<file path="config.mk">
export PLATFORM = sky130hd
export DESIGN_NAME = avalon_csr_bank
export DESIGN_NICKNAME = d
export VERILOG_FILES = /design/src/rtl/avalon_csr_pkg.sv /design/src/rtl/avalon_csr_irq.sv /design/src/rtl/avalon_csr_bank.sv
export SDC_FILE = /design/constraint.sdc
export NUM_CORES = 1
export LEC_CHECK = 0
export CAP_MARGIN = 20
export CORE_MARGIN = 2
export CORE_UTILIZATION = 35
export DETAILED_ROUTE_END_ITERATION = 8
export GPL_TIMING_DRIVEN = 1
export PLACE_DENSITY = 0.66
export SYNTH_ARGS = -nofsm -noshare
export SYNTH_HDL_FRONTEND = slang
export SYNTH_SLANG_ARGS = --single-unit
</file>
<file path="constraint.sdc">
create_clock -name avalon_clk -period 2.5 [get_ports avalon_clk]
set_input_delay 0.625 -clock avalon_clk [delete_from_list [all_inputs] [get_ports avalon_clk]]
set_output_delay 0.625 -clock avalon_clk [all_outputs]
set_load 0.01 [all_outputs]
</file>
<file path="src/rtl/avalon_csr_pkg.sv">
// Shared types and helpers for the Avalon-MM CSR bank: FSM state, word-offset
// helpers and the byte-lane merge used by every writable register.
package avalon_csr_pkg;

  typedef enum logic {ST_INIT, ST_READY} state_t;

  // Word map: RW block from 0, RO block follows, then the two interrupt words.
  localparam int unsigned RW_BASE = 0;

  function automatic int unsigned ro_base(int unsigned num_rw);
    return RW_BASE + num_rw;
  endfunction

  function automatic int unsigned irq_status_word(int unsigned num_rw, int unsigned num_ro);
    return RW_BASE + num_rw + num_ro;
  endfunction

  function automatic int unsigned irq_mask_word(int unsigned num_rw, int unsigned num_ro);
    return RW_BASE + num_rw + num_ro + 1;
  endfunction

  function automatic logic [7:0] merge_lane(logic [7:0] old_b, logic [7:0] new_b, logic en);
    return en ? new_b : old_b;
  endfunction

endpackage

</file>
<file path="src/rtl/avalon_csr_irq.sv">
// Sticky interrupt status (W1C, set wins over clear) with a byte-writable mask
// and a registered level interrupt.
module avalon_csr_irq
  import avalon_csr_pkg::*;
#(
  parameter int DATA_W = 32
) (
  input  logic              avalon_clk,
  input  logic              reset_n,
  input  logic              wr_status,
  input  logic              wr_mask,
  input  logic [DATA_W-1:0] writedata,
  input  logic [DATA_W/8-1:0] byteenable,
  input  logic [DATA_W-1:0] event_in,
  output logic [DATA_W-1:0] status_q,
  output logic [DATA_W-1:0] mask_q,
  output logic              irq
);

  logic [DATA_W-1:0] clr_p0;

  always_comb begin
    clr_p0 = '0;
    for (int b = 0; b < DATA_W/8; b++) begin
      if (wr_status && byteenable[b]) clr_p0[b*8 +: 8] = writedata[b*8 +: 8];
    end
  end

  always_ff @(posedge avalon_clk or negedge reset_n) begin
    if (!reset_n) begin
      status_q <= '0;
      mask_q   <= '0;
      irq      <= 1'b0;
    end else begin
      status_q <= (status_q & ~clr_p0) | event_in;
      if (wr_mask) begin
        for (int b = 0; b < DATA_W/8; b++) begin
          mask_q[b*8 +: 8] <= merge_lane(mask_q[b*8 +: 8], writedata[b*8 +: 8], byteenable[b]);
        end
      end
      // Built from the registered status, so irq trails status by one cycle.
      irq <= |(status_q & mask_q);
    end
  end

endmodule

</file>
<file path="src/rtl/avalon_csr_bank.sv">
// Avalon-MM slave CSR bank: NUM_RW byte-writable control words, NUM_RO status
// shadows, 1-cycle read latency. Interrupt block included when AVS_IRQ_EN is defined.
module avalon_csr_bank
  import avalon_csr_pkg::*;
#(
  parameter int DATA_W = 32,
  parameter int ADDR_W = 4,
  parameter int NUM_RW = 5,
  parameter int NUM_RO = 3
) (
  input  logic                     avalon_clk,
  input  logic                     reset_n,
  input  logic                     chipselect,
  input  logic [ADDR_W-1:0]        address,
  input  logic                     write,
  input  logic [DATA_W-1:0]        writedata,
  input  logic [DATA_W/8-1:0]      byteenable,
  input  logic                     read,
  output logic [DATA_W-1:0]        readdata,
  output logic                     readdatavalid,
  output logic                     waitrequest,
  output logic [NUM_RW*DATA_W-1:0] ctrl_q,
  input  logic [NUM_RO*DATA_W-1:0] stat_d
`ifdef AVS_IRQ_EN
  ,
  input  logic [DATA_W-1:0]        event_in,
  output logic                     irq
`endif
);

  localparam int unsigned RO_BASE = ro_base(NUM_RW);

  state_t            state;
  logic              init_cnt;
  logic              wr_acc_p0;
  logic              rd_acc_p0;
  logic [31:0]       addr_word;
  logic [DATA_W-1:0] rd_word_p0;
  logic [DATA_W-1:0] rw_q [NUM_RW];
  logic [DATA_W-1:0] ro_q [NUM_RO];

  always_ff @(posedge avalon_clk or negedge reset_n) begin
    if (!reset_n) begin
      state       <= ST_INIT;
      init_cnt    <= 1'b0;
      waitrequest <= 1'b1;
    end else begin
      case (state)
        ST_INIT: begin
          if (init_cnt) begin
            state       <= ST_READY;
            waitrequest <= 1'b0;
          end else begin
            init_cnt <= 1'b1;
          end
        end
        default: waitrequest <= 1'b0;
      endcase
    end
  end

  assign wr_acc_p0 = chipselect && !waitrequest && write;
  assign rd_acc_p0 = chipselect && !waitrequest && read;
  assign addr_word = 32'(address);

  always_ff @(posedge avalon_clk or negedge reset_n) begin
    if (!reset_n) begin
      for (int i = 0; i < NUM_RW; i++) rw_q[i] <= '0;
      for (int i = 0; i < NUM_RO; i++) ro_q[i] <= '0;
    end else begin
      for (int i = 0; i < NUM_RW; i++) begin
        if (wr_acc_p0 && addr_word == RW_BASE + i) begin
          for (int b = 0; b < DATA_W/8; b++) begin
            rw_q[i][b*8 +: 8] <= merge_lane(rw_q[i][b*8 +: 8], writedata[b*8 +: 8], byteenable[b]);
          end
        end
      end
      for (int i = 0; i < NUM_RO; i++) ro_q[i] <= stat_d[i*DATA_W +: DATA_W];
    end
  end

  for (genvar g = 0; g < NUM_RW; g++) begin : g_ctrl
    assign ctrl_q[g*DATA_W +: DATA_W] = rw_q[g];
  end

`ifdef AVS_IRQ_EN
  localparam int unsigned IRQ_STATUS_WORD = irq_status_word(NUM_RW, NUM_RO);
  localparam int unsigned IRQ_MASK_WORD   = irq_mask_word(NUM_RW, NUM_RO);

  logic [DATA_W-1:0] irq_status;
  logic [DATA_W-1:0] irq_mask;

  avalon_csr_irq #(.DATA_W(DATA_W)) u_irq (
    .avalon_clk (avalon_clk),
    .reset_n    (reset_n),
    .wr_status  (wr_acc_p0 && addr_word == IRQ_STATUS_WORD),
    .wr_mask    (wr_acc_p0 && addr_word == IRQ_MASK_WORD),
    .writedata  (writedata),
    .byteenable (byteenable),
    .event_in   (event_in),
    .status_q   (irq_status),
    .mask_q     (irq_mask),
    .irq        (irq)
  );
`endif

  // Read mux sees pre-edge register values, so read+write to one word returns the old data.
  always_comb begin
    rd_word_p0 = '0;
    for (int i = 0; i < NUM_RW; i++) begin
      if (addr_word == RW_BASE + i) rd_word_p0 = rw_q[i];
    end
    for (int i = 0; i < NUM_RO; i++) begin
      if (addr_word == RO_BASE + i) rd_word_p0 = ro_q[i];
    end
`ifdef AVS_IRQ_EN
    if (addr_word == IRQ_STATUS_WORD) rd_word_p0 = irq_status;
    if (addr_word == IRQ_MASK_WORD)   rd_word_p0 = irq_mask;
`endif
  end

  // Stage p1: registered read response.
  always_ff @(posedge avalon_clk or negedge reset_n) begin
    if (!reset_n) begin
      readdata      <= '0;
      readdatavalid <= 1'b0;
    end else begin
      readdatavalid <= rd_acc_p0;
      if (rd_acc_p0) readdata <= rd_word_p0;
    end
  end

endmodule

</file>
==> impl_metrics.ini, run 1 <==
[die]
die_h_um = 191.1
start_util_pct = 35.45
core_area_um2 = 34540
io_pins = 335
num_rows = 68
dieArea_um2 = 36500
dieWidth_um = 191.1

[global_route]
grt_antenna_before_repair = 2
grt_pass1_wl_um = 61840
track_usage_pct = 22.22
overflow = 0
grt_max_degree = 68
grt_pass1_vias = 10020

[finish]
design_area_um2 = 17640
layout.nets = 1477
layout-drive-gt1-share_pct = 22.12
area_growth_pct = 44.07
n_fill_cell = 3112
final_cells = 1812
finish.utilization_pct = 51.08

[detailed_routing]
postRouteAntennaNets = 0
drc_errors = 0
dr.pass1.iters = 5
drtIter0Drc = 535
dr_total_vias = 9695
wl_per_cell_um = 22.64
routed_wl_um = 41030
routed_via_density = 5.350

[sta]
period_needed_ns = 2.302
rsz0062_at_grt = false
fin_skew_ns = 0.02399
setup_ws_ns = 0.1982
slew_headroom_pct = 64.92
maxSlewViolCount = 0
fin_crit_sh_pct = 92.07
worst_slew_pin_slew_ns = 0.5262
hold_viol = 0
timing.hold.ws_ns = 0.4336
setup_viol = 0
fin_setup_tns_ns = 0
fmax_mhz = 434.4

[yosys]
synth_ff_type = dfrtp_1
synth_nets = 1111
async_reset_ff_share_pct = 100.0
syn_area_um2 = 12250
ys_warn_count = 0
avgSynthCellArea_um2 = 12.63
yosysUniqueCellTypes = 39
ys_seq_area_share_pct = 59.68
netlist_instances = 970
ys_ff_latch = 292
synth-edff-count = 0

[pwr]
leakage_nw = 7.521
clockPowerShare_pct = 36.1
power_frac_comb_pct = 19.0
power.switching_mw = 3.248
swShare_pct = 25.85
pwr-share-seq_pct = 44.8
p_int_mw = 9.317
fin_total_pwr_mw = 12.57
ir_drop_mv = 0.5497
power.density_nw_per_um2 = 712.1

[placed_design]
gp_congestion = 0.8193
place_inst = 1757
dp_hpwl_um = 29140
dpl_worst_slack_ns = -0.2761
io_buffers = 334
dpl_cell_area_um2 = 16620

[setup_path]
cp_max_fo = 4
start_kind = register
required_ns = 1.88
worst_path_max_delay_cell = dfstp_2
path_delay_family = flip-flops
worstPathCellList = clkdlybuf4s50_1
cp-end-kind = output pin
crit_start = waitrequest
r2r_start = waitrequest
crit_type = reg2out
max_stage_delay_ns = 0.56
critical_path_arrival_ns = 1.68
critical_path_buf_inv_count = 1

[clock_network]
path_clk_slew_ns = 0.06
insertion_delay_ns = 0.57
cts_tree = built
cts.sinks = 292
numCtsBuffers = 31
ctsRootBufferMaster = clkbuf_16
post-cts-setup-buffer-count = 0
htreeDepth = 1
cts_buffer_depth = 3

[hold_path]
min_path_type = reg2reg
hold_start = state

[status]
outcome = complete, no violations

[flow_run]
max_cap_viol_count = 0
==> cell families after synthesis <==
kind of cell | after synthesis | synth area share, %
flops | 292 | 59.68
compound gates | 220 | 11.26
simple gates | 197 | 8.919
mux | 194 | 17.70
buf+inv | 67 | 2.452
==> power groups by stage <==
stage,logic (mW),clock network (mW),registers (mW)
after CTS,2.42,4.65,5.63
after floorplan,0.693,0,5.79
after global routing,2.56,4.85,5.69
final,2.39,4.54,5.63
after global placement,2.38,0,5.70
after detailed placement,2.41,0,5.71
==> cells in the final DEF (no fill, tap or decap), types with 2 or more instances in the layout <==
master	netlist	routed
and4b_1	2	2
o21ai_0	92	92
a221oi_1	2	2
mux2i_1	32	32
clkinv_2	0	2
nor2_4	4	6
dfrtp_1	291	291
nand3_2	4	4
and3b_1	4	3
o22ai_1	32	32
and3_1	29	29
a21o_1	2	2
buf_12	0	20
nand4_1	4	4
clkdlybuf4s50_1	0	330
nand2_1	68	67
a211oi_1	29	29
clkbuf_8	0	12
nor2_1	31	30
nand3_1	5	5
mux4_2	2	2
a32o_1	29	29
mux2_2	160	160
clkbuf_16	0	31
clkbuf_1	46	5
buf_4	3	45
nand3b_1	33	33
a21oi_1	29	29
nor2_2	5	4
a31oi_1	4	4
==> synth_stat cells, types with 2 or more instances <==
library cell	count	area share, %
dfrtp_1	291	59
mux2_2	160	15
o21ai_0	92	3.8
nand2_1	68	2.1
clkbuf_1	46	1.4
nand3b_1	33	2.0
mux2i_1	32	2.6
o22ai_1	32	1.6
nor2_1	31	0.95
a211oi_1	29	1.8
a21oi_1	29	1.2
a32o_1	29	2.4
and3_1	29	1.5
buf_2	12	0.49
nand3_1	5	0.20
nor2_2	5	0.26
a31oi_1	4	0.20
and3b_1	4	0.29
nand3_2	4	0.33
nand4_1	4	0.20
nor2_4	4	0.37
buf_4	3	0.18
buf_6	3	0.28
a21o_1	2	0.12
a221oi_1	2	0.14
and4b_1	2	0.16
buf_1	2	0.061
mux4_2	2	0.37
==> final cells by class <==
class	count	area, µm²	share of cell area (%)
Sequential cell	292	7308	41.42
Multi-Input combinational cell	611	4662	26.42
Timing Repair Buffer	399	4083	23.14
Clock buffer	48	959.7	5.439
Tap cell	455	569.3	3.226
Clock inverter	5	56.30	0.3191
Inverter	1	3.754	0.02127
Antenna cell	1	2.502	0.01418
==> worst paths after layout <==
check                               end  slack (ns)  cells past startpoint
max in group asynchronous   ctrl_q[126]        1.19                      3
min in group asynchronous  readdata[14]        0.57                      2
max                         waitrequest        0.20                      1
max reg2reg                  ctrl_q[98]        0.70                      6
min reg2reg                    init_cnt        0.43                      1
min                            init_cnt        0.43                      1
==> routing by layer <==
| metal | global-route usage, % | wire length [µm] | vias up |
|---|---|---|---|
| li1 | - | - | 4302 |
| met5 | 0 | 13 | - |
| met1 | 30.43 | 17690 | 4917 |
| met4 | 5.533 | 957 | 2 |
| met2 | 36.22 | 19410 | 408 |
| met3 | 4.461 | 2954 | 66 |
==> sequential cells by signal (all words and copies together), names as in the netlist <==
signal and count:
ctrl_q 160, ro_q 96, readdata 32, readdatavalid 1, state 1, init_cnt 1
waitrequest 1
==> timing repair <==
action,in CTS,in global routing
endpoints found under the hold margin,29,0
hold buffers,1,0
resized for setup,0,0
Note: power is estimated with default switching activity, not from simulation.
==> inputs of run 2 (changes only) <==
- ABC_AREA: default -> 1
- PLACE_DENSITY: 0.66 -> 0.67
==> impl_metrics.ini, run 2 <==
[detailed_routing]
postRouteAntennaNets = 0
dr_total_vias = 10440
drc_errors = 0
wl_per_cell_um = 19.14
drtIter0Drc = 809
routed_wl_um = 40400
dr.pass1.iters = 6
routed_via_density = 4.944

[pwr]
swShare_pct = 26.02
clockPowerShare_pct = 38.5
power_frac_comb_pct = 16.8
ir_drop_mv = 0.4919
power.switching_mw = 3.258
power.density_nw_per_um2 = 729.9
p_int_mw = 9.264
pwr-share-seq_pct = 44.7
fin_total_pwr_mw = 12.52
leakage_nw = 7.800

[clock_network]
ctsResizeCount = 0
post-cts-setup-buffer-count = 0
insertion_delay_ns = 0.56
cts_hold_buf = 0
cts_buffer_depth = 3
htreeDepth = 1
ctsRootBufferMaster = clkbuf_16
numCtsBuffers = 31
cts_tree = built
path_clk_slew_ns = 0.06
cts.sinks = 292

[finish]
largest_register_ffs = 160
area_growth_pct = 47.75
layout_common_cells = 333 x clkdlybuf4s50_1, 331 x nand2_1, 291 x dfrtp_1, 161 x o21ai_0, 141 x nand3_1
layout.cells.most_common = clkdlybuf4s50_1
layout-drive-gt1-share_pct = 8.463
design_area_um2 = 17160
layout.nets = 1786

[placed_design]
dp_hpwl_um = 29580
gp_congestion = 0.8950
io_buffers = 334
dpl_cell_area_um2 = 16070

[setup_path]
crit_type = reg2out
start_kind = register
worstReg2RegEnd = ctrl_q[29]
worst_path_max_delay_cell = clkdlybuf4s50_1
path_delay_family = buffers and inverters
cp-end-kind = output pin
crit_start = waitrequest
critPathCapture = waitrequest
r2r_start = waitrequest
max_stage_delay_ns = 0.53
worstPathCellList = clkdlybuf4s50_1
path_depth = 1
cp_max_fo = 2
critical_path_arrival_ns = 1.61
regToRegSetupSlack_ns = 0.82
critical_path_buf_inv_count = 1
reg2regPathDepth = 7
required_ns = 1.88

[yosys]
yosys.area_share.simple_pct = 21.91
synth_ff_type = dfrtp_1
synth_compound_area_share_pct = 9.483
ys_warn_count = 0
synth_top_family_by_area = simple AND/OR/NAND/NOR gates
synthAdderAreaFrac_pct = 0
yosysUniqueCellTypes = 21
synth-edff-count = 0
ys_top_cells_by_count = 331 x nand2_1, 291 x dfrtp_1, 161 x o21ai_0, 142 x nand3_1, 104 x inv_1
avgSynthCellArea_um2 = 9.121
syn_area_um2 = 11610
synth.area.top_cells = dfrtp_1 63%, nand2_1 11%, o21ai_0 6.9%
synth-xor-area-share_pct = 0
synth_top_area_share_pct = 62.72
async_reset_ff_share_pct = 100.0
ys_ff_latch = 292
netlist_instances = 1273
synth_nets = 1414
synth_mux_area_share_pct = 0
yosysMostFrequentCell = nand2_1
yosysTopAreaCell = dfrtp_1
ys_seq_area_share_pct = 62.94

[global_route]
grt_max_degree = 64
grt_pass1_vias = 10300
overflow = 0
track_usage_pct = 23.31
grt_pass1_wl_um = 60710
grt_antenna_before_repair = 3

[sta]
fin_skew_ns = 0.009193
fin_crit_sh_pct = 89.34
setup_viol = 0
maxSlewViolCount = 0
period_needed_ns = 2.234
worst_slew_pin_slew_ns = 0.9307
fmax_mhz = 447.7
fin_setup_tns_ns = 0
hold_viol = 0
timing.hold.ws_ns = 0.007471
rsz0062_at_grt = false
slew_headroom_pct = 37.80

[die]
die_h_um = 186.1
core_area_um2 = 32620
dieWidth_um = 186.1
start_util_pct = 35.60
num_rows = 66
io_pins = 335
dieArea_um2 = 34650

[flow_run]
max_cap_viol_count = 0

[hold_path]
min_path_type = in2async

[status]
outcome = complete, no violations
-- run 2: cell types whose count changed after synthesis, moves of 43 or more --
cell,before,now
inv_1,1,104
o21ai_0,92,161
mux2_2,160,0
nand2_1,68,331
nand3_1,5,142
nor2_1,31,74
-- run 2: metrics by stage --
step / worst slack, ns / utilization [%] / std cells
after floorplan: 0.6933 / - / 1273
final: 0.2665 / 52.59 / 2111
after CTS: 0.2431 / 52.57 / 2108
after detailed placement: -0.1317 / 49.27 / 2054
after global routing: 0.2202 / 52.59 / 2110
after global placement: -0.1219 / 49.27 / 2054
-- run 2: metal layers --
layer	routed length [µm]	global-route usage [%]	share of wire, %	vias to the layer above
met3	2885	4.478	7.1	78
met4	1562	8.472	3.9	0
met5	0	0	0	-
met1	16330	29.66	40	5023
li1	-	-	-	4906
met2	19620	39.72	49	429
-- run 2: kinds of logic after synthesis --
group                  count (synthesis)
DFF                                  292
and+or+nand+nor                      590
AOI/OAI and AO/OA                    220
buffers and inverters                171
-- run 2: layout make-up --
type	instances	area (µm²)
multi-input cells	810	3697
repair buffers	405	4119
well taps	442	553.0
inverters	105	394.1
fillers	2916	15460
clock inverters	14	206.4
clock buffers	40	869.6
flip-flops and latches	292	7308
diodes	3	7.507
-- run 2: how the worst min path moves through the flow --
stage / to / slack [ns] / from
final: ctrl_q[114] / 0.007 / reset_n
after global routing: ctrl_q[114] / 0.04 / reset_n
after CTS: ctrl_q[114] / 0.03 / reset_n
after detailed placement: init_cnt / 0.44 / state
after global placement: init_cnt / 0.41 / state
after floorplan: ctrl_q[0] / 0.33 / reset_n
-- run 2: power by group through the flow --
stage	Sequential, mW	Clock [mW]	Combinational, mW
after floorplan	5.73	0	0.513
after global placement	5.67	0	2.08
after detailed placement	5.67	0	2.12
after CTS	5.59	4.91	2.13
after global routing	5.65	5.12	2.29
final	5.60	4.82	2.10
